[config.mk]
export PLATFORM = sky130hd
export DESIGN_NAME = uart_rx
export DESIGN_NICKNAME = d
export VERILOG_FILES = /design/src/rtl/uart_rx.sv
export SDC_FILE = /design/constraint.sdc
export NUM_CORES = 1
export LEC_CHECK = 0
export CAP_MARGIN = 25
export CORE_MARGIN = 10
export CORE_UTILIZATION = 35
export DETAILED_ROUTE_END_ITERATION = 6
export SLEW_MARGIN = 40
export SYNTH_ARGS = -nofsm -noshare
export SYNTH_HDL_FRONTEND = slang
export SYNTH_SLANG_ARGS = --single-unit
[constraint.sdc]
create_clock -name clk -period 3.8 [get_ports clk]
set_clock_uncertainty 0.2 [all_clocks]
set_input_delay 0.57 -clock clk [delete_from_list [all_inputs] [get_ports clk]]
set_output_delay 0.57 -clock clk [all_outputs]
set_load 0.01 [all_outputs]
[src/rtl/uart_rx.sv]
// rtl/uart_rx.sv - 16x-oversampled 8N1/8E1/8O1 UART receiver with a one-entry valid/ready output
module uart_rx (
    input  logic       clk,
    input  logic       rst,
    input  logic       sample_tick,
    input  logic       rx_in,
    input  logic       parity_en,
    input  logic       parity_odd,
    output logic [7:0] rx_data,
    output logic       rx_valid,
    input  logic       rx_ready,
    output logic       frame_err,
    output logic       parity_err,
    output logic       overrun,
    output logic       busy
);
    typedef enum logic [2:0] {
        S_IDLE, S_START, S_DATA, S_PARITY, S_STOP, S_BREAK
    } state_t;

    state_t     state, state_next;
    logic       sync_q1, rxs;
    logic [3:0] tick_cnt;
    logic [2:0] bit_idx;
    logic [7:0] shift_q;
    logic       pen_q, podd_q, perr_q;
    logic       sample_pt, complete;

    always_ff @(posedge clk or posedge rst) begin
        if (rst) begin
            sync_q1 <= 1'b1;
            rxs     <= 1'b1;
        end else begin
            sync_q1 <= rx_in;
            rxs     <= sync_q1;
        end
    end

    always_ff @(posedge clk or posedge rst) begin
        if (rst) state <= S_IDLE;
        else     state <= state_next;
    end

    always_comb begin
        state_next = state;
        sample_pt  = 1'b0;
        // Start bit is sampled mid-bit (8 ticks in); every later bit one full bit period after.
        if (sample_tick) begin
            case (state)
                S_START:                  sample_pt = (tick_cnt == 4'd7);
                S_DATA, S_PARITY, S_STOP: sample_pt = (tick_cnt == 4'd15);
                default:                  sample_pt = 1'b0;
            endcase
        end
        case (state)
            S_IDLE:   if (sample_tick && !rxs) state_next = S_START;
            S_START:  if (sample_pt) state_next = rxs ? S_IDLE : S_DATA;
            S_DATA:   if (sample_pt && bit_idx == 3'd7) state_next = pen_q ? S_PARITY : S_STOP;
            S_PARITY: if (sample_pt) state_next = S_STOP;
            S_STOP:   if (sample_pt) state_next = rxs ? S_IDLE : S_BREAK;
            S_BREAK:  if (rxs) state_next = S_IDLE;
            default:  state_next = S_IDLE;
        endcase
    end

    assign complete = sample_pt && (state == S_STOP);
    assign busy     = (state != S_IDLE);

    always_ff @(posedge clk or posedge rst) begin
        if (rst) begin
            tick_cnt <= 4'd0;
            bit_idx  <= 3'd0;
            shift_q  <= 8'h00;
            pen_q    <= 1'b0;
            podd_q   <= 1'b0;
            perr_q   <= 1'b0;
        end else begin
            if (sample_tick) begin
                if (state == S_IDLE || sample_pt) tick_cnt <= 4'd0;
                else                              tick_cnt <= tick_cnt + 4'd1;
            end
            if (sample_pt) begin
                case (state)
                    S_START: begin
                        bit_idx <= 3'd0;
                        pen_q   <= parity_en;
                        podd_q  <= parity_odd;
                        perr_q  <= 1'b0;
                    end
                    S_DATA: begin
                        shift_q <= {rxs, shift_q[7:1]};
                        bit_idx <= bit_idx + 3'd1;
                    end
                    S_PARITY: perr_q <= ((^shift_q) ^ rxs) != podd_q;
                    default: ;
                endcase
            end
        end
    end

    // A completing frame may load only if the slot is empty or being drained this same edge.
    always_ff @(posedge clk or posedge rst) begin
        if (rst) begin
            rx_data    <= 8'h00;
            rx_valid   <= 1'b0;
            frame_err  <= 1'b0;
            parity_err <= 1'b0;
            overrun    <= 1'b0;
        end else begin
            overrun <= 1'b0;
            if (complete) begin
                if (!rx_valid || rx_ready) begin
                    rx_data    <= shift_q;
                    frame_err  <= ~rxs;
                    parity_err <= perr_q;
                    rx_valid   <= 1'b1;
                end else begin
                    overrun <= 1'b1;
                end
            end else if (rx_valid && rx_ready) begin
                rx_valid <= 1'b0;
            end
        end
    end
endmodule

==> results of run 1 <==
layer usage:
metal / routed length, um / vias up / track usage (%)
met5: 0 / - / 0
met4: 71 / 0 / 4.18
met3: 177 / 7 / 3.46
met2: 1710 / 19 / 14.3
met1: 1510 / 587 / 9.89
li1: - / 592 / -
cells in the final DEF, fill, tap and decap left out, drive strengths merged, types with 2 or more instances in the layout:
cell type / instances
inv: 7
nand3: 4
nor4: 2
o21ai: 9
mux2i: 2
clkinv: 2
a22o: 2
dfrtp: 33
nand4: 2
dfstp: 2
xnor2: 7
clkbuf: 6
nor3: 3
nand2b: 2
ha: 3
and4: 2
nand2: 14
mux2: 20
and3: 2
o31ai: 2
clkdlybuf4s50: 19
a211o: 2
a21oi: 2
nor2: 4
Yosys cell counts, drive strengths merged (3+ instances only):
master  number
nand3        4
nor2         4
clkbuf       4
ha           3
mux2        20
nand2       14
buf          5
xnor2        7
nor3         3
inv          7
o21ai        9
dfrtp       33
critical path: cells and delay by family, from the launching register on:
kind	cells	cell delay (ps)
simple gates	1	340
buf+inv	2	620
flops	1	610
cells by family after synthesis:
group / after synthesis / share of synthesized area, %
AOI/OAI and AO/OA: 28 / 11.6
xor gates and xnor gates: 9 / 5.24
adders and majority gates: 3 / 2.12
buffers and inverters: 17 / 4.32
DFF: 35 / 49.7
muxes: 22 / 13.9
and+or+nand+nor: 42 / 13.2
stage by stage:
stage | cells | total power, mW | hold WS, ps | instance area [um2] | setup slack, ps
finish | 241 | 1.09 | 159 | 2090 | 1170
detailed placement | 234 | 0.828 | 150 | 2000 | 906
floorplan | 156 | 0.758 | 145 | 1770 | 1700
global placement | 234 | 0.815 | 148 | 2000 | 977
CTS | 241 | 1.10 | 159 | 2090 | 1160
global route | 241 | 1.17 | 167 | 2090 | 1060
area by class of cell:
cell class	count	area share, %
Clock buffer	6	3.95
Tap cell	67	4.01
Clock inverter	1	0.239
Inverter	8	1.44
Sequential cell	35	42.0
Multi-Input combinational cell	104	38.9
Timing Repair Buffer	20	9.46
flip-flops by register name, summed over array words and instances, names as in the netlist:
register    flops
rx_data         8
overrun         1
bit_idx         3
podd_q          1
perr_q          1
sync_q1         1
state           3
pen_q           1
parity_err      1
frame_err       1
rxs             1
shift_q         8
tick_cnt        4
rx_valid        1
path summary, 6_finish.rpt:
| path | from | endpoint | slack (ps) | depth (start not counted) |
|---|---|---|---|---|
| hold reg to reg | sync_q1 | rxs | 160 | 0 |
| hold / removal | sync_q1 | rxs | 160 | 0 |
| setup / recovery | state[1] | busy | 1170 | 3 |
| max in group asynchronous | rst | sync_q1 | 2170 | 3 |
| setup reg to reg | state[1] | shift_q[3] | 1430 | 4 |
| min in group asynchronous | rst | shift_q[7] | 470 | 2 |
power breakdown:
part,internal (mW),total [mW],switching [mW],leakage [nW]
clock,0.142,0.268,0.126,0.0470
sequential,0.414,0.519,0.105,0.475
combinational,0.146,0.301,0.154,0.429
total,0.702,1.09,0.385,0.951
==> results.toml, run 1 <==
[timing]
fin_crit_sh_pct = 69.2
worst_slew_margin_rel_pct = 55.9
setup_viol = 0
worst_margin_slew_ps = 661
layout_min_cycle_time_ps = 2630
final-max-slew-violation-count = 0
rsz0062_at_grt = "false"
clock.fmax_ghz = 0.380
hold_viol = 0
finalSetupTns_ps = 0

[clock_network]
clk_transition_reported_paths_ps = 70
cts-root-to-sink-buffers = 2
cts-resized-gates = 0
cts_sinks = 35
clock_root_buffer_master = "clkbuf_8"
clk_latency_ps = 290
number_of_h_tree_branching_levels = 2
cts_setup_buffers = 0
hold_bufs_at_cts = 0
cts_tree = "done"
cts_buffers = 5

[drt]
first_pass_iters = 4
dr_total_vias = 1205
drt_drc_violations_left = 0
route.antenna.remaining_nets = 0
vias_per_cell = 5.00
routed_wire_length_per_instance_um = 14.4
detail_route.wirelength_um = 3470
initialDrtViolationCount = 128

[setup_path]
worst_ep_arrival_time_ps = 1860
end_kind = "primary output"
slowest_delay_ps = 610
startpoint_type = "flip-flop"
timing.critical_path.slowest_stage_cell = "dfrtp_1"
required_ps = 3030
worstSetupPathType = "reg -> out"
timing.critical_path.fanout_max = 18
crit_chain = "nor3_1 -> inv_1 -> clkdlybuf4s50_1"

[floorplanning]
pin_count = 20
core_mm2 = 0.00482
die_ht_um = 91.1
num_rows = 25
initial_core_utilization_pct = 36.7
die-area_mm2 = 0.00829
fp.dieW_um = 91.1

[global_route]
vias_in_the_first_global_route = 1275
grt-ovfl-total = 0
global_route.usage.total_pct = 8.78
number_of_antenna_violations_at_the_first_check_in_global_routing = 0
grt_first_pass_wirelength_um = 6040
grt_max_degree = 20

[yosys]
synth_enable_flop_cells = 0
ys_dominant_reg_cell = "dfrtp_1"
synth_top_area_share_pct = 46.7
synth.lib_cells_used.distinct = 47
post_synth_inst_count = 156
synth.avg_cell_area_um2 = 11.3
mappedNetlistNets = 166
post-synth-top-area-cell = "dfrtp_1"
yosys_warnings = 0
async_reset_ff_share_pct = 100
top_post_synthesis_cells_by_area = "dfrtp_1 (47%), mux2_2 (13%), xnor2_1 (3.5%)"
synth.yosys.seq_area_share_pct = 49.7
ys_seq_elements = 35
synth_area_mm2 = 0.00177

[hold_path]
min-delay-path-class = "reg -> reg"

[final_layout]
multiInputGateArea_um2 = 813
num-fill-cells = 490
ff_latch_area_um2 = 878
antenna_cells = 0
area.growth.synth_to_final_pct = 18.3
postLayoutCoreUtil_pct = 43.4
final_layout_size_suffix_gt1_share_pct = 19.0
final_net_count = 184

[power]
ir_worst_vdd_v = 0.000171
power.density_cell_area_mw_per_mm2 = 520
leakage_component_of_the_power_nw = 0.951

[run]
max_cap_viol_count = 0

[place]
gp_congestion = 0.897
io_port_bufs = 19
dpl.hpwl_um = 2500

[run_status]
status = "complete, no violations"
Power figures use the tool's default switching activity.
==> inputs of run 2 (changes only) <==
==> constraint.sdc (replaced) <==
create_clock -name clk -period 2.4 [get_ports clk]
set_clock_uncertainty 0.2 [all_clocks]
set_input_delay 0.36 -clock clk [delete_from_list [all_inputs] [get_ports clk]]
set_output_delay 0.36 -clock clk [all_outputs]
set_load 0.01 [all_outputs]
==> run 2 against run 1 <==
Effect of this change:
- count of clock-buffer cells in the layout decreased by 1
- setup slack got worse by 1000 ps
- clock power increased by 110%
- die area unchanged
- final cell count increased by 3.7%
- critical path type is now reg -> reg
- critical endpoint is now state[0]
- sequential power increased by 48%
- largest cell class unchanged
- global-route usage increased by 0.46 points
- critical path depth increased by 3
==> results.toml, run 2 (same netlist as run 1, synthesis figures left out) <==
[run_status]
status = "complete, no violations"

[floorplanning]
core_mm2 = 0.00482
pin_count = 20
die_ht_um = 91.1
fp.dieW_um = 91.1
initial_core_utilization_pct = 36.7
num_rows = 25
die-area_mm2 = 0.00829

[clock_network]
cts_tree = "done"
number_of_h_tree_branching_levels = 2
cts-root-to-sink-buffers = 2
clk_transition_reported_paths_ps = 80
hold_bufs_at_cts = 0
cts_buffers = 5
clock_root_buffer_master = "clkbuf_8"
cts_sinks = 35
cts_setup_buffers = 0
cts-resized-gates = 0
clk_latency_ps = 290

[drt]
route.antenna.remaining_nets = 0
initialDrtViolationCount = 84
routed_wire_length_per_instance_um = 15.3
drt_drc_violations_left = 0
dr_total_vias = 1290
first_pass_iters = 4
detail_route.wirelength_um = 3840
vias_per_cell = 5.16

[power]
fin_total_pwr_mw = 1.96
power.density_cell_area_mw_per_mm2 = 893
ir_worst_vdd_v = 0.000560
leakage_component_of_the_power_nw = 1.00

[run]
max_cap_viol_count = 0

[setup_path]
critical_path.startpoint = "bit_idx[0]"
startpoint_type = "flip-flop"
end_kind = "flip-flop"
crit_chain = "ha_1 -> ha_1 -> nor2b_1 -> o31a_1 -> o32ai_2 -> mux2_2"
cp_top_family = "compound AO/OA/AOI/OAI gates"
required_ps = 2380
worstSetupPathType = "reg -> reg"
crit-reg2reg-launch = "bit_idx[0]"
crit_path_frequent_cell = "ha_1"
ff2ff_path_depth = 6
critical_path.n_buffers_inverters = 0
worst_ep_arrival_time_ps = 2240
slowest_delay_ps = 410
critical_path_cell_count = 6
timing.critical_path.slowest_stage_cell = "dfrtp_1"
timing.critical_path.fanout_max = 4

[global_route]
global_route.usage.total_pct = 9.24
vias_in_the_first_global_route = 1350
grt_max_degree = 36
number_of_antenna_violations_at_the_first_check_in_global_routing = 0
grt_first_pass_wirelength_um = 6430
grt-ovfl-total = 0

[timing]
clock.fmax_ghz = 0.442
layout_min_cycle_time_ps = 2260
hold_viol = 0
worst_margin_slew_ps = 504
final-max-slew-violation-count = 0
worst_slew_margin_rel_pct = 66.2
setup_viol = 0
finalSetupTns_ps = 0
fin_crit_sh_pct = 94.2
rsz0062_at_grt = "false"

[final_layout]
postLayoutCoreUtil_pct = 45.5
area.growth.synth_to_final_pct = 24.0
num-fill-cells = 480
antenna_cells = 0
reg.largest.list = "rx_data: 8 flops, shift_q: 8 flops, tick_cnt: 4 flops"
multiInputGateArea_um2 = 826
ff_latch_area_um2 = 878
most_common_cell_after_layout_fill_and_taps_aside = "dfrtp_1"
mostFrequentLayoutCells = "dfrtp_1 (33), mux2_2 (20), clkdlybuf4s50_1 (19), nand2_1 (14)"
postLayoutCellArea_mm2 = 0.00219
final_layout_size_suffix_gt1_share_pct = 24.0
final_net_count = 192

[hold_path]
min-delay-path-class = "reg -> reg"
min_path_cells = 0
min-delay-start = "sync_q1"

[place]
placement_stage_cell_area_mm2 = 0.00206
io_port_bufs = 19
gp_congestion = 0.920
dpl.hpwl_um = 2640
run 2: cell count changes in the layout (fill, tap and decap cells not counted), sizes merged:
cell | before | now
clkbuf | 6 | 5
inv | 7 | 8
bufinv | 0 | 1
buf | 1 | 9
run 2: worst paths after layout:
check,endpoint,slack [ps]
setup reg to reg,state[0],140
hold / removal,rxs,160
hold reg to reg,rxs,160
setup / recovery,state[0],140
max in group asynchronous,sync_q1,1410
min in group asynchronous,rx_data[0],260
run 2: area by class of cell:
cell class,count,area share [%]
Sequential cell,35,40.1
Clock inverter,3,2.17
Timing Repair Buffer,28,11.8
Clock buffer,5,3.14
Inverter,8,1.37
Multi-Input combinational cell,104,37.7
Tap cell,67,3.82
run 2: metrics by stage:
step	instances	setup slack [ps]	hold WS [ps]
floorplan	156	309	145
global placement	242	192	148
detailed placement	242	87.0	147
CTS	250	33.7	159
global route	250	42.8	164
finish	250	140	158
run 2: layer usage:
| layer | GRT usage [%] | part of all wire, % | routed length, um |
|---|---|---|---|
| met1 | 10.8 | 43 | 1640 |
| met2 | 15.2 | 50 | 1930 |
| met3 | 3.70 | 5.9 | 226 |
| met4 | 2.87 | 1.1 | 42 |
| met5 | 0 | 0 | 0 |
run 2: power breakdown:
part,internal [mW],total [mW],switching [mW]
Sequential,0.656,0.769,0.114
Combinational,0.285,0.633,0.348
Clock,0.315,0.556,0.241
Total,1.26,1.96,0.703
==> inputs of run 3 (changes only) <==
==> constraint.sdc (replaced) <==
create_clock -name clk -period 2.9 [get_ports clk]
set_clock_uncertainty 0.2 [all_clocks]
set_input_delay 0.435 -clock clk [delete_from_list [all_inputs] [get_ports clk]]
set_output_delay 0.435 -clock clk [all_outputs]
set_load 0.01 [all_outputs]
==> run 3 against run 2 <==
Effect of this change:
- flip-flop and latch count did not move
- final cell count fell by 2.8%
- utilization fell by 2.0 points
- critical endpoint is now busy
- largest power group unchanged
==> results.toml, run 3 (same netlist as run 1, synthesis figures left out) <==
[final_layout]
instances_no_fill = 243
mostFrequentLayoutCells = "dfrtp_1 (33), mux2_2 (20), clkdlybuf4s50_1 (19), nand2_1 (14), o21ai_0 (9)"
num-fill-cells = 491
postLayoutCellArea_mm2 = 0.00209
most_common_cell_after_layout_fill_and_taps_aside = "dfrtp_1"
area.growth.synth_to_final_pct = 18.5
final_net_count = 185
postLayoutCoreUtil_pct = 43.5
reg.largest.list = "rx_data: 8 flops, shift_q: 8 flops, tick_cnt: 4 flops"
antenna_cells = 0
final_layout_size_suffix_gt1_share_pct = 19.9

[timing]
layout_min_cycle_time_ps = 2500
fin_crit_sh_pct = 86.1
clock.fmax_ghz = 0.400
worst_margin_slew_ps = 646
final_critical_path_setup_slack_ps = 402
rsz0062_at_grt = "false"
finalSetupTns_ps = 0
setup_viol = 0
final-max-slew-violation-count = 0
worst_slew_margin_rel_pct = 56.9
hold_slack_ps = 158
hold_viol = 0

[clock_network]
cts-root-to-sink-buffers = 2
cts-resized-gates = 0
cts_setup_buffers = 0
cts_sinks = 35
hold_bufs_at_cts = 0
clock_root_buffer_master = "clkbuf_8"
cts_tree = "done"
clk_transition_reported_paths_ps = 70
number_of_h_tree_branching_levels = 2
clk_latency_ps = 280
cts_buffers = 5

[place]
io_port_bufs = 19
dpl.hpwl_um = 2540
placement_stage_cell_area_mm2 = 0.00201
gp_congestion = 0.870
dpl.cell_count = 235
pre_cts_slack_ps = 348

[run]
max_cap_viol_count = 0

[drt]
route.antenna.remaining_nets = 0
dr_total_vias = 1216
initialDrtViolationCount = 63
detail_route.wirelength_um = 3510
drt_drc_violations_left = 0
vias_per_cell = 5.00
first_pass_iters = 4
routed_wire_length_per_instance_um = 14.4

[floorplanning]
die_ht_um = 91.1
pin_count = 20
num_rows = 25
die-area_mm2 = 0.00829
fp.dieW_um = 91.1
initial_core_utilization_pct = 36.7
core_mm2 = 0.00482

[setup_path]
end_kind = "primary output"
crit_chain = "nor3_1 -> inv_1 -> clkdlybuf4s50_1"
worstSetupPathType = "reg -> out"
required_ps = 2270
timing.critical_path.slowest_stage_cell = "dfrtp_1"
slowest_delay_ps = 760
startpoint_type = "flip-flop"
timing.critical_path.fanout_max = 18
worst_ep_arrival_time_ps = 1860

[global_route]
grt-ovfl-total = 0
number_of_antenna_violations_at_the_first_check_in_global_routing = 0
grt_first_pass_wirelength_um = 6090
vias_in_the_first_global_route = 1308
global_route.usage.total_pct = 8.87
grt_max_degree = 36

[hold_path]
min-delay-path-class = "reg -> reg"

[power]
fin_total_pwr_mw = 1.42
power.density_cell_area_mw_per_mm2 = 676
ir_worst_vdd_v = 0.000285
leakage_component_of_the_power_nw = 0.956

[run_status]
status = "complete, no violations"
## run 3: layout make-up
type,count,area (um2),share of cell area [%]
Clock buffer,5,68.8,3.29
Tap cell,67,83.8,4.00
Timing Repair Buffer,21,205,9.80
Sequential cell,35,878,41.9
Clock inverter,3,15.0,0.717
Inverter,8,30.0,1.43
Multi-Input combinational cell,104,813,38.8
## run 3: report_power, final
part           internal [mW]  total (mW)  leakage [nW]  switching, mW
clock                  0.164       0.338        0.0477          0.174
sequential             0.542       0.681         0.475          0.139
combinational          0.192       0.397         0.433          0.205
total                  0.898        1.42         0.956          0.517
## run 3: final timing paths
kind | end | depth (start not counted) | start | slack, ps
min in group asynchronous | shift_q[1] | 3 | rst | 340
min | rxs | 0 | sync_q1 | 160
max | busy | 3 | state[1] | 400
max in group asynchronous | sync_q1 | 3 | rst | 1820
min reg2reg | rxs | 0 | sync_q1 | 160
max reg2reg | shift_q[6] | 4 | state[1] | 590
## run 3: critical path, delay by kind of cell (launching register included)
family | cells | cell delay [ps]
and+or+nand+nor | 1 | 150
DFF | 1 | 760
buffers and inverters | 2 | 680
## run 3: routing by layer
layer	vias up	track usage [%]	wire length, um
li1	596	-	-
met1	591	9.76	1530
met2	24	14.8	1700
met3	5	3.95	237
met4	0	3.26	39
met5	-	0	0
